==> src/rtl/led_frame_sched.sv <==
// LED frame scheduler: refresh timer, host/test-pattern arbitration and a
// single-launch-in-flight PHY handshake with sticky timeout/overrun reporting.
module led_frame_sched #(
    parameter int DATA_W      = 128,
    parameter int REFRESH_CYC = 25000,
    parameter int PHY_TO      = 4096,
    parameter int CNT_W       = 16
) (
    input  logic              clk,
    input  logic              rstn,
    input  logic              host_valid,
    output logic              host_ready,
    input  logic [DATA_W-1:0] host_data,
    input  logic              pat_en,
    input  logic [DATA_W-1:0] pat_data,
    output logic              phy_enable,
    output logic [DATA_W-1:0] phy_data,
    input  logic              phy_done,
    output logic              busy,
    output logic [CNT_W-1:0]  frame_cnt,
    output logic              timeout_err,
    output logic              overrun_err,
    input  logic              err_clr
);
    localparam int TMR_W = $clog2(REFRESH_CYC);
    localparam int WT_W  = $clog2(PHY_TO);

    typedef enum logic [1:0] {IDLE, SEND, WAIT} state_t;

    state_t            state, state_nxt;
    logic [TMR_W-1:0]  timer;
    logic [WT_W-1:0]   wait_cnt;
    logic              tick, tick_pend, pending;
    logic              launch, take_shadow, accept;
    logic              timeout_hit, overrun_hit;
    logic [DATA_W-1:0] shadow, last_frame, sel_frame;

    // Host handshake: a frame transfers on any edge where host_valid & host_ready;
    // host_ready is simply "shadow empty", so payload is ignored while it is low.
    assign host_ready  = ~pending;
    assign accept      = host_valid & ~pending;

    assign tick        = (timer == TMR_W'(REFRESH_CYC - 1));
    assign launch      = (state == IDLE) && (tick || tick_pend);
    assign take_shadow = launch && !pat_en && pending;
    assign timeout_hit = (state == WAIT) && !phy_done && (wait_cnt == WT_W'(PHY_TO - 1));
    assign overrun_hit = tick && tick_pend;
    assign busy        = (state != IDLE);

    // Shadow contents from before this edge; a same-cycle accept waits for the next launch.
    assign sel_frame = pat_en  ? pat_data :
                       pending ? shadow   : last_frame;

    always_comb begin
        state_nxt = state;
        case (state)
            IDLE:    if (launch) state_nxt = SEND;
            SEND:    state_nxt = WAIT;
            WAIT:    if (phy_done || timeout_hit) state_nxt = IDLE;
            default: state_nxt = IDLE;
        endcase
    end

    always_ff @(posedge clk or negedge rstn) begin
        if (!rstn) state <= IDLE;
        else       state <= state_nxt;
    end

    always_ff @(posedge clk or negedge rstn) begin
        if (!rstn) begin
            timer    <= '0;
            wait_cnt <= '0;
        end else begin
            timer <= tick ? '0 : timer + TMR_W'(1);
            if (state == SEND)      wait_cnt <= '0;
            else if (state == WAIT) wait_cnt <= wait_cnt + WT_W'(1);
        end
    end

    always_ff @(posedge clk or negedge rstn) begin
        if (!rstn) begin
            tick_pend   <= 1'b0;
            timeout_err <= 1'b0;
            overrun_err <= 1'b0;
        end else begin
            if (launch)                     tick_pend <= 1'b0;
            else if (tick && state != IDLE) tick_pend <= 1'b1;
            // A new error event outranks a simultaneous clear.
            if (timeout_hit)  timeout_err <= 1'b1;
            else if (err_clr) timeout_err <= 1'b0;
            if (overrun_hit)  overrun_err <= 1'b1;
            else if (err_clr) overrun_err <= 1'b0;
        end
    end

    always_ff @(posedge clk or negedge rstn) begin
        if (!rstn) begin
            pending    <= 1'b0;
            shadow     <= '0;
            last_frame <= '0;
            phy_data   <= '0;
            phy_enable <= 1'b0;
            frame_cnt  <= '0;
        end else begin
            phy_enable <= launch;
            if (accept) begin
                shadow  <= host_data;
                pending <= 1'b1;
            end else if (take_shadow) begin
                pending <= 1'b0;
            end
            if (launch) begin
                phy_data  <= sel_frame;
                frame_cnt <= frame_cnt + CNT_W'(1);
                if (!pat_en) last_frame <= sel_frame;
            end
        end
    end
endmodule

==> config.mk <==
export PLATFORM = sky130hd
export DESIGN_NAME = led_frame_sched
export DESIGN_NICKNAME = d
export VERILOG_FILES = /design/src/rtl/led_frame_sched.sv
export SDC_FILE = /design/constraint.sdc
export NUM_CORES = 1
export LEC_CHECK = 0
export BUFFER_PORTS_ARGS = -buffer_cell sky130_fd_sc_hd__buf_2
export CORE_MARGIN = 4
export CORE_UTILIZATION = 48
export CTS_CLUSTER_DIAMETER = 40
export DETAILED_ROUTE_END_ITERATION = 8
export GPL_ROUTABILITY_DRIVEN = 0
export HOLD_SLACK_MARGIN = 0.06
export PLACE_DENSITY = 0.7
export SYNTH_ARGS = -nofsm -noshare
export SYNTH_HDL_FRONTEND = slang
export SYNTH_SLANG_ARGS = --single-unit
export TNS_END_PERCENT = 1
==> constraint.sdc <==
create_clock -name clk -period 2.6 [get_ports clk]
set_clock_uncertainty 0.1 [all_clocks]
set_input_delay 0.78 -clock clk [delete_from_list [all_inputs] [get_ports clk]]
set_output_delay 0.78 -clock clk [all_outputs]
set_load 0.05 [all_outputs]
==> summary.md, run 1 <==
| Metric | Value |
|---|---|
| GRT Residual Overflow | 0 |
| Max Clk Rate | roughly 0.4 GHz |
| Beginning of the worst hold path | err_clr |
| Drt initial violations | just under 800 |
| Clock latency reported for the late side of the worst-skew pair | ~0.60 ns |
| Die height | 206.3 um |
| RSZ-0062 raised after global routing | true |
| Fraction of layout cells with a size suffix above 1 | 0.3786 |
| 1st-pass router iterations | 5 |
| Initial Util | 0.4873 |
| Placed Area | about 0.022 sq mm |
| Critical path capture point type | register |
| Crit Path Max Fanout | 51 |
| Top Ports | between 400 and 500 |
| DIE AREA | between 0.04 and 0.05 sq mm |
| Via count | between 10k and 15k |
| Setup bufs post-CTS | 0 |
| First-pass GRT wire length | roughly 75 mm |
| Distinct cells, synth | 40 |
| Crit-path max cell delay | 0.45 ns |
| Ys Warns | 0 |
| Worst Path Arrival | between 2 and 3 ns |
| Compound-Gate Fraction of Synth Area | 0.07477 |
| Reg-to-reg startpoint | state[0] |
| Root Buffer Master | clkbuf_16 |
| Post-synthesis mux area share | 0.2084 |
| Max-slew headroom | 0.6604 |
| Final hold vios | 0 |
| Clk buf depth | 3 |
| Worst Hold Class | input pin to register |
| CP bufs+invs | 3 |
| Total CTS buffers | 60 |
| Mapped Area | ~0.019 sq mm |
| H-tree lvl count | 2 |
| Req. time, crit path | about 3.0 ns |
| Core footprint | about 0.039 sq mm |
| Tcrit/Tclk final | 0.9844 |
| Detailed Route WL | 47.61 mm |
| Reg2Reg Setup Slack | about 0.040 ns |
| Reg2Reg Depth | 9 |
| Largest family of logic cells by synthesized area | multiplexers |
| Syn avg cell area | about 11 sq um |
| TritonCTS clock tree | yes |
| Vias per inst | about 5.3 |
| VDD IR max | a little over 600 uV |
| Final ANT Viol Nets | 0 |
| Vias in the first global route | between 10k and 15k |
| Delay-heaviest family, CP | simple AND/OR/NAND/NOR gates |
| Layout Nets | around 2.4k |
| XOR/XNOR Fraction of Synth Area | 0.01531 |
| Sink Count | about 430 |
| Setup TNS | 0 ns |
| Crit path kind | register to register |
| Seq cells post-synth | 434 |
| CTS clk-pin slew, worst paths | 0.06 ns |
| Synth Instances | about 1.7k |
| HPWL after DPL | roughly 33 mm |
| Largest net degree at the start of global routing | ~100 |
| Initial antenna violation count | 11 |
| # port buffers | 410 |
| Routed WL per cell | roughly 18 um |
| Adder-cell share of the synthesized area | 0.004640 |
| Least-Margin Pin Slew | 0.5094 ns |
| Hold Path Sink | timeout_err |
| Pwr Density | ~800 mW/mm^2 |
| Crit path cell chain | inv_1 > ha_2 > or4bb_1 > nor4_4 > nor2_4 > inv_2 > nand3_4 > buf_12 > mux2_4 |
| Row cnt | between 70 and 80 |
| Status | finished, final reports clean |
| Die Wd | just over 200 um |
| Pleak | approximately 12 nW |
| Register area share after synthesis | 0.5754 |
| Max-slew violations | 0 |
| Final setup viols | 0 |
| FF-to-FF End | last_frame[78] |
| Crit path max-delay cell type | or4bb_1 |
| Hold path cells | 2 |
| DR DRC count | 0 |
| Final non-filler cell area | approximately 0.024 sq mm |
| GRT Total Usage | 0.2192 |
| Post-Synth Simple-Gate Area | 0.09684 |
| CP startpoint kind | register |
| Tmin final | 2.560 ns |
| Area Growth Syn to Fin | 27.01% |
| Syn Nets | just under 2k |
| Max-cap violations | 0 |
metrics by stage:
| stage | power, mW | hold slack (ns) | utilization | worst slack [ns] | instances |
|---|---|---|---|---|---|
| 3_5_place_dp | 10.80 | 0.3647 | 0.5618 | -0.06037 | 2540 |
| 6_report | 19.20 | 0.2907 | 0.6189 | 0.04044 | 2666 |
| 4_1_cts | 19.42 | 0.2501 | 0.6175 | 0.005954 | 2655 |
| 3_3_place_gp | 10.67 | 0.3555 | 0.5618 | 0.06412 | 2540 |
| 5_1_grt | 20.06 | 0.2844 | 0.6186 | -0.03297 | 2661 |
| 2_1_floorplan | 9.830 | 0.3329 | - | 0.1351 | 1668 |
what timing repair did:
| action | CTS | global route |
|---|---|---|
| hold buffers | 1 | 0 |
| setup endpoints to repair | 12 | 188 |
| resized for setup | 3 | 6 |
| hold endpoints to repair | 33 | 0 |
registers in the layout, summed over array words and instances, names as in the netlist:
register and flops:
wait_cnt 12, timer 15, frame_cnt 16, last_frame 128, timeout_err 1, phy_enable 1
tick_pend 1, overrun_err 1, phy_data 128, shadow 128, pending 1, state 2
cells in the mapped netlist (all sizes together):
library cell / number / share of area
and2: 4 / 0.0013
a21oi: 133 / 0.035
nor2: 241 / 0.048
xor2: 17 / 0.0079
dfrtp: 434 / 0.58
buf: 32 / 0.0082
xnor2: 16 / 0.0074
nor4: 4 / 0.0017
nand2: 147 / 0.029
inv: 10 / 0.0020
nand4b: 1 / 0.00046
a22o: 3 / 0.0014
nor2b: 2 / 0.00066
nand4: 12 / 0.0040
o32ai: 1 / 0.00046
o32a: 1 / 0.00053
or4: 1 / 0.00040
nand3: 14 / 0.0044
ha: 7 / 0.0046
o31ai: 1 / 0.00040
and4: 3 / 0.0014
mux2i: 129 / 0.068
nand3b: 1 / 0.00040
o21ai: 137 / 0.036
clkbuf: 73 / 0.015
nand2b: 3 / 0.00099
or3b: 1 / 0.00046
mux2: 228 / 0.14
a21o: 1 / 0.00040
or4bb: 1 / 0.00060
and3: 5 / 0.0017
nor3: 5 / 0.0013
worst register-to-register path, cell delays in order (launching register included):
cell	delay (ns)
dfrtp_1	0.40
inv_1	0.12
ha_2	0.21
or4bb_1	0.45
nor4_4	0.23
nor2_4	0.07
inv_2	0.09
nand3_4	0.11
buf_12	0.22
mux2_4	0.44
routing by layer:
layer,share of wire,vias up,GRT usage
li1,-,6609,-
met1,0.42,6927,0.2824
met2,0.49,376,0.3656
met3,0.064,91,0.05115
met4,0.027,4,0.07723
met5,0.00057,-,0
worst max path at each step:
stage	start	to	slack [ns]	cells past startpoint
CTS	state[0]	last_frame[78]	0.006	9
detailed placement	state[0]	frame_cnt[3]	-0.06	9
global route	state[1]	last_frame[86]	-0.03	9
global placement	state[0]	frame_cnt[3]	0.06	9
floorplan	pending	host_ready	0.14	4
finish	state[0]	last_frame[78]	0.04	9
cells in the final DEF, fill, tap and decap left out, types with 12 or more instances in the layout:
cell type,instances
nand4_1,12
buf_2,407
mux2_4,20
nor2_1,240
buf_4,29
mux2i_1,129
mux2_2,208
xnor2_1,16
inv_6,12
o21ai_0,136
buf_12,16
xor2_1,17
nand3_1,13
nand2_1,147
a21oi_1,133
dfrtp_1,433
clkbuf_16,62
kinds of logic after synthesis:
logic type,count (synthesis)
compound gates,277
xor+xnor,33
fa+ha+maj,7
buf+inv,115
flops,434
mux,357
simple gates,445
final cells by class:
type	count	area, sq um
tap	518	648.1
multi-input combinational	1119	7587
sequential	434	10860
clock inverter	47	539.3
fill	3131	14760
antenna	11	27.53
inverter	10	37.54
timing repair buffer	460	2670
clock buffer	67	1600
report_power, final:
group | internal, mW | switching [mW]
Sequential | 7.56 | 0.576
Combinational | 1.32 | 1.21
Clock | 5.24 | 3.30
Total | 14.1 | 5.09
Note: power is estimated with default switching activity, not from simulation.
==> run 2, diff against run 1 <==
--- a/config.mk
+++ b/config.mk
@@ -12,7 +12,7 @@
 export DETAILED_ROUTE_END_ITERATION = 8
 export GPL_ROUTABILITY_DRIVEN = 0
 export HOLD_SLACK_MARGIN = 0.06
-export PLACE_DENSITY = 0.7
+export PLACE_DENSITY = 0.75
 export SYNTH_ARGS = -nofsm -noshare
 export SYNTH_HDL_FRONTEND = slang
 export SYNTH_SLANG_ARGS = --single-unit
==> run 2 against run 1 <==
- setup slack got worse by 0.034 ns
- global-route usage increased by 0.27 points
- cell count decreased by 0.30%
- clock-buffer cell count increased by 9
- clock power decreased by 2%
- wire length increased by 1.1%
- largest cell class unchanged
==> summary.md, run 2 (synthesis results as in run 1) <==
| Metric | Value |
|---|---|
| Status | finished, final reports clean |
| HPWL after DPL | 33.27 mm (+0.71%) |
| Initial Util | 0.4873 (unchanged) |
| H-tree lvl count | 2 (unchanged) |
| GRT Residual Overflow | 0 (unchanged) |
| Crit-path max cell delay | 0.45 ns (about the same) |
| VDD IR max | 595.6 uV (-1.6%) |
| Worst Path Arrival | 2.96 ns (+0.03 ns) |
| Placed Area | 0.02180 sq mm (+0.16%) |
| Routed WL per cell | 18.11 um (+1.4%) |
| Largest net degree at the start of global routing | 232 (+130%) |
| First-pass GRT wire length | 75.84 mm (+0.92%) |
| Initial antenna violation count | 17 (+6) |
| CP bufs+invs | 3 (unchanged) |
| Total CTS buffers | 60 (unchanged) |
| Pwr Density | 798.5 mW/mm^2 (-0.30%) |
| Clk buf depth | 3 (unchanged) |
| Root Buffer Master | clkbuf_16 |
| Via count | 14.04k (+0.20%) |
| Tmin final | 2.593 ns (+0.03355 ns) |
| Core footprint | 0.03874 sq mm (unchanged) |
| Final non-filler cell area | 0.02396 sq mm (about the same) |
| TritonCTS clock tree | yes |
| Max-cap violations | 0 (unchanged) |
| Most frequent cells in the layout | dfrtp_1, buf_2, nor2_1, mux2_2, nand2_1 |
| Final ANT Viol Nets | 0 (unchanged) |
| CP startpoint kind | register |
| # port buffers | 410 (unchanged) |
| Delay-heaviest family, CP | simple AND/OR/NAND/NOR gates |
| DR DRC count | 0 (unchanged) |
| Req. time, crit path | 2.97 ns (about the same) |
| Clock latency reported for the late side of the worst-skew pair | 0.59 ns (about the same) |
| Multi-input gate area | 0.007597 sq mm (+0.13%) |
| RSZ-0062 raised after global routing | true |
| Worst Hold Class | input pin to register |
| Final setup viols | 0 (unchanged) |
| Commonest non-fill, non-tap cell in the layout | dfrtp_1 |
| Biggest regs | last_frame: 128 flops, phy_data: 128 flops, shadow: 128 flops |
| Drt initial violations | 747 (-3.5%) |
| Hold slack | 0.3143 ns (+0.02362 ns) |
| Vias in the first global route | 14.36k (+0.021%) |
| Layout fillers | 3130 (-0.032%) |
| Die Wd | 206.3 um (unchanged) |
| Power Total | 19.13 mW (-0.36%) |
| Crit path kind | register to register |
| CTS clk-pin slew, worst paths | 0.06 ns (about the same) |
| Final hold vios | 0 (unchanged) |
| Sink Count | 434 (unchanged) |
| Least-Margin Pin Slew | 0.9471 ns (+0.4376 ns) |
| Crit path cell chain | inv_1 > ha_2 > or4bb_1 > nor4_4 > nor2_4 > inv_2 > nand3_4 > buf_12 > mux2_4 |
| Max Clk Rate | 0.3856 GHz (-1.3%) |
| Die height | 206.3 um (unchanged) |
| Top Ports | 411 (unchanged) |
| Critical path capture point type | register |
| DIE AREA | 0.04256 sq mm (unchanged) |
| Register area | 0.01086 sq mm (unchanged) |
| Crit Path Max Fanout | 40 (-22%) |
| Crit path max-delay cell type | or4bb_1 |
| Detailed Route WL | 48.14 mm (+1.1%) |
| Max-slew violations | 0 (unchanged) |
| Area Growth Syn to Fin | 26.95% (about the same) |
| GRT Total Usage | 0.2220 (+0.002704) |
| Fraction of layout cells with a size suffix above 1 | 0.3749 (-0.003627) |
| Vias per inst | 5.280 (+0.50%) |
| Pleak | 12.15 nW (-0.20%) |
| Tcrit/Tclk final | 0.9974 (+0.01291) |
| Layout Nets | 2352 (-0.085%) |
| 1st-pass router iterations | 5 (unchanged) |
| Max-slew headroom | 0.3686 (-0.2918) |
| Row cnt | 72 (unchanged) |
==> run 2: cell types whose count changed in the layout (fill, tap and decap cells not counted), moves of 2 or more <==
cell,previous run,this run
buf_12,16,21
buf_4,29,27
buf_6,5,1
clkbuf_1,2,8
clkbuf_8,4,7
clkinv_2,11,7
clkinv_8,2,0
diode_2,11,9
inv_6,12,5
nor3_1,5,3
nor3_2,0,2
==> run 2: worst register-to-register path: stages, from the launching register on <==
cell	delay, ns
dfrtp_1	0.40
inv_1	0.12
ha_2	0.22
or4bb_1	0.45
nor4_4	0.23
nor2_4	0.07
inv_2	0.08
nand3_4	0.17
buf_12	0.28
mux2_4	0.35
==> run 2: worst paths after layout <==
check / depth (start not counted) / end / slack (ns) / start
min in group asynchronous: 2 / shadow[126] / 0.62 / rstn
max: 9 / last_frame[95] / 0.007 / state[0]
max in group asynchronous: 3 / shadow[42] / 0.93 / rstn
min reg2reg: 2 / phy_data[95] / 0.37 / phy_data[95]
max reg2reg: 9 / last_frame[95] / 0.007 / state[0]
min: 2 / shadow[57] / 0.31 / host_data[57]
==> run 2: what timing repair did <==
item	4_1_cts	5_1_grt
endpoints found under the setup margin	72	167
buffers inserted	0	0
hold buffers	1	0
endpoints found under the hold margin	31	0
resized for setup	2	6
==> run 2: layout make-up <==
type                       instances  area share
inverter                          10    0.001566
multi-input combinational       1119      0.3171
clock inverter                    34     0.01848
antenna                            9   0.0009399
timing repair buffer             458      0.1125
clock buffer                      76     0.06898
sequential                       434      0.4534
tap                              518     0.02705
==> run 2: power by group <==
part,total (mW),internal [mW],switching [mW],leakage [nW]
Combinational,2.58,1.33,1.24,5.99
Sequential,8.16,7.57,0.590,5.14
Clock,8.40,5.32,3.08,1.02
Total,19.1,14.2,4.91,12.2
==> run 2: per-stage QoR <==
stage	utilization	setup slack, ns	instances	setup TNS, ns
global placement	0.5627	0.01333	2538	0
finish	0.6186	0.006887	2658	0
floorplan	-	0.1351	1668	0
global route	0.6184	-0.1188	2656	-6.808
CTS	0.6173	-0.01967	2649	-0.1604
detailed placement	0.5627	-0.04415	2538	-1.113
==> run 2: per-layer routing <==
metal  up-vias  GRT usage  share of wire
met5         -          0         0.0021
met2       414     0.3685           0.49
li1       6584          -              -
met4        16    0.08817          0.034
met1      6897     0.2793           0.41
met3       124    0.05727          0.069
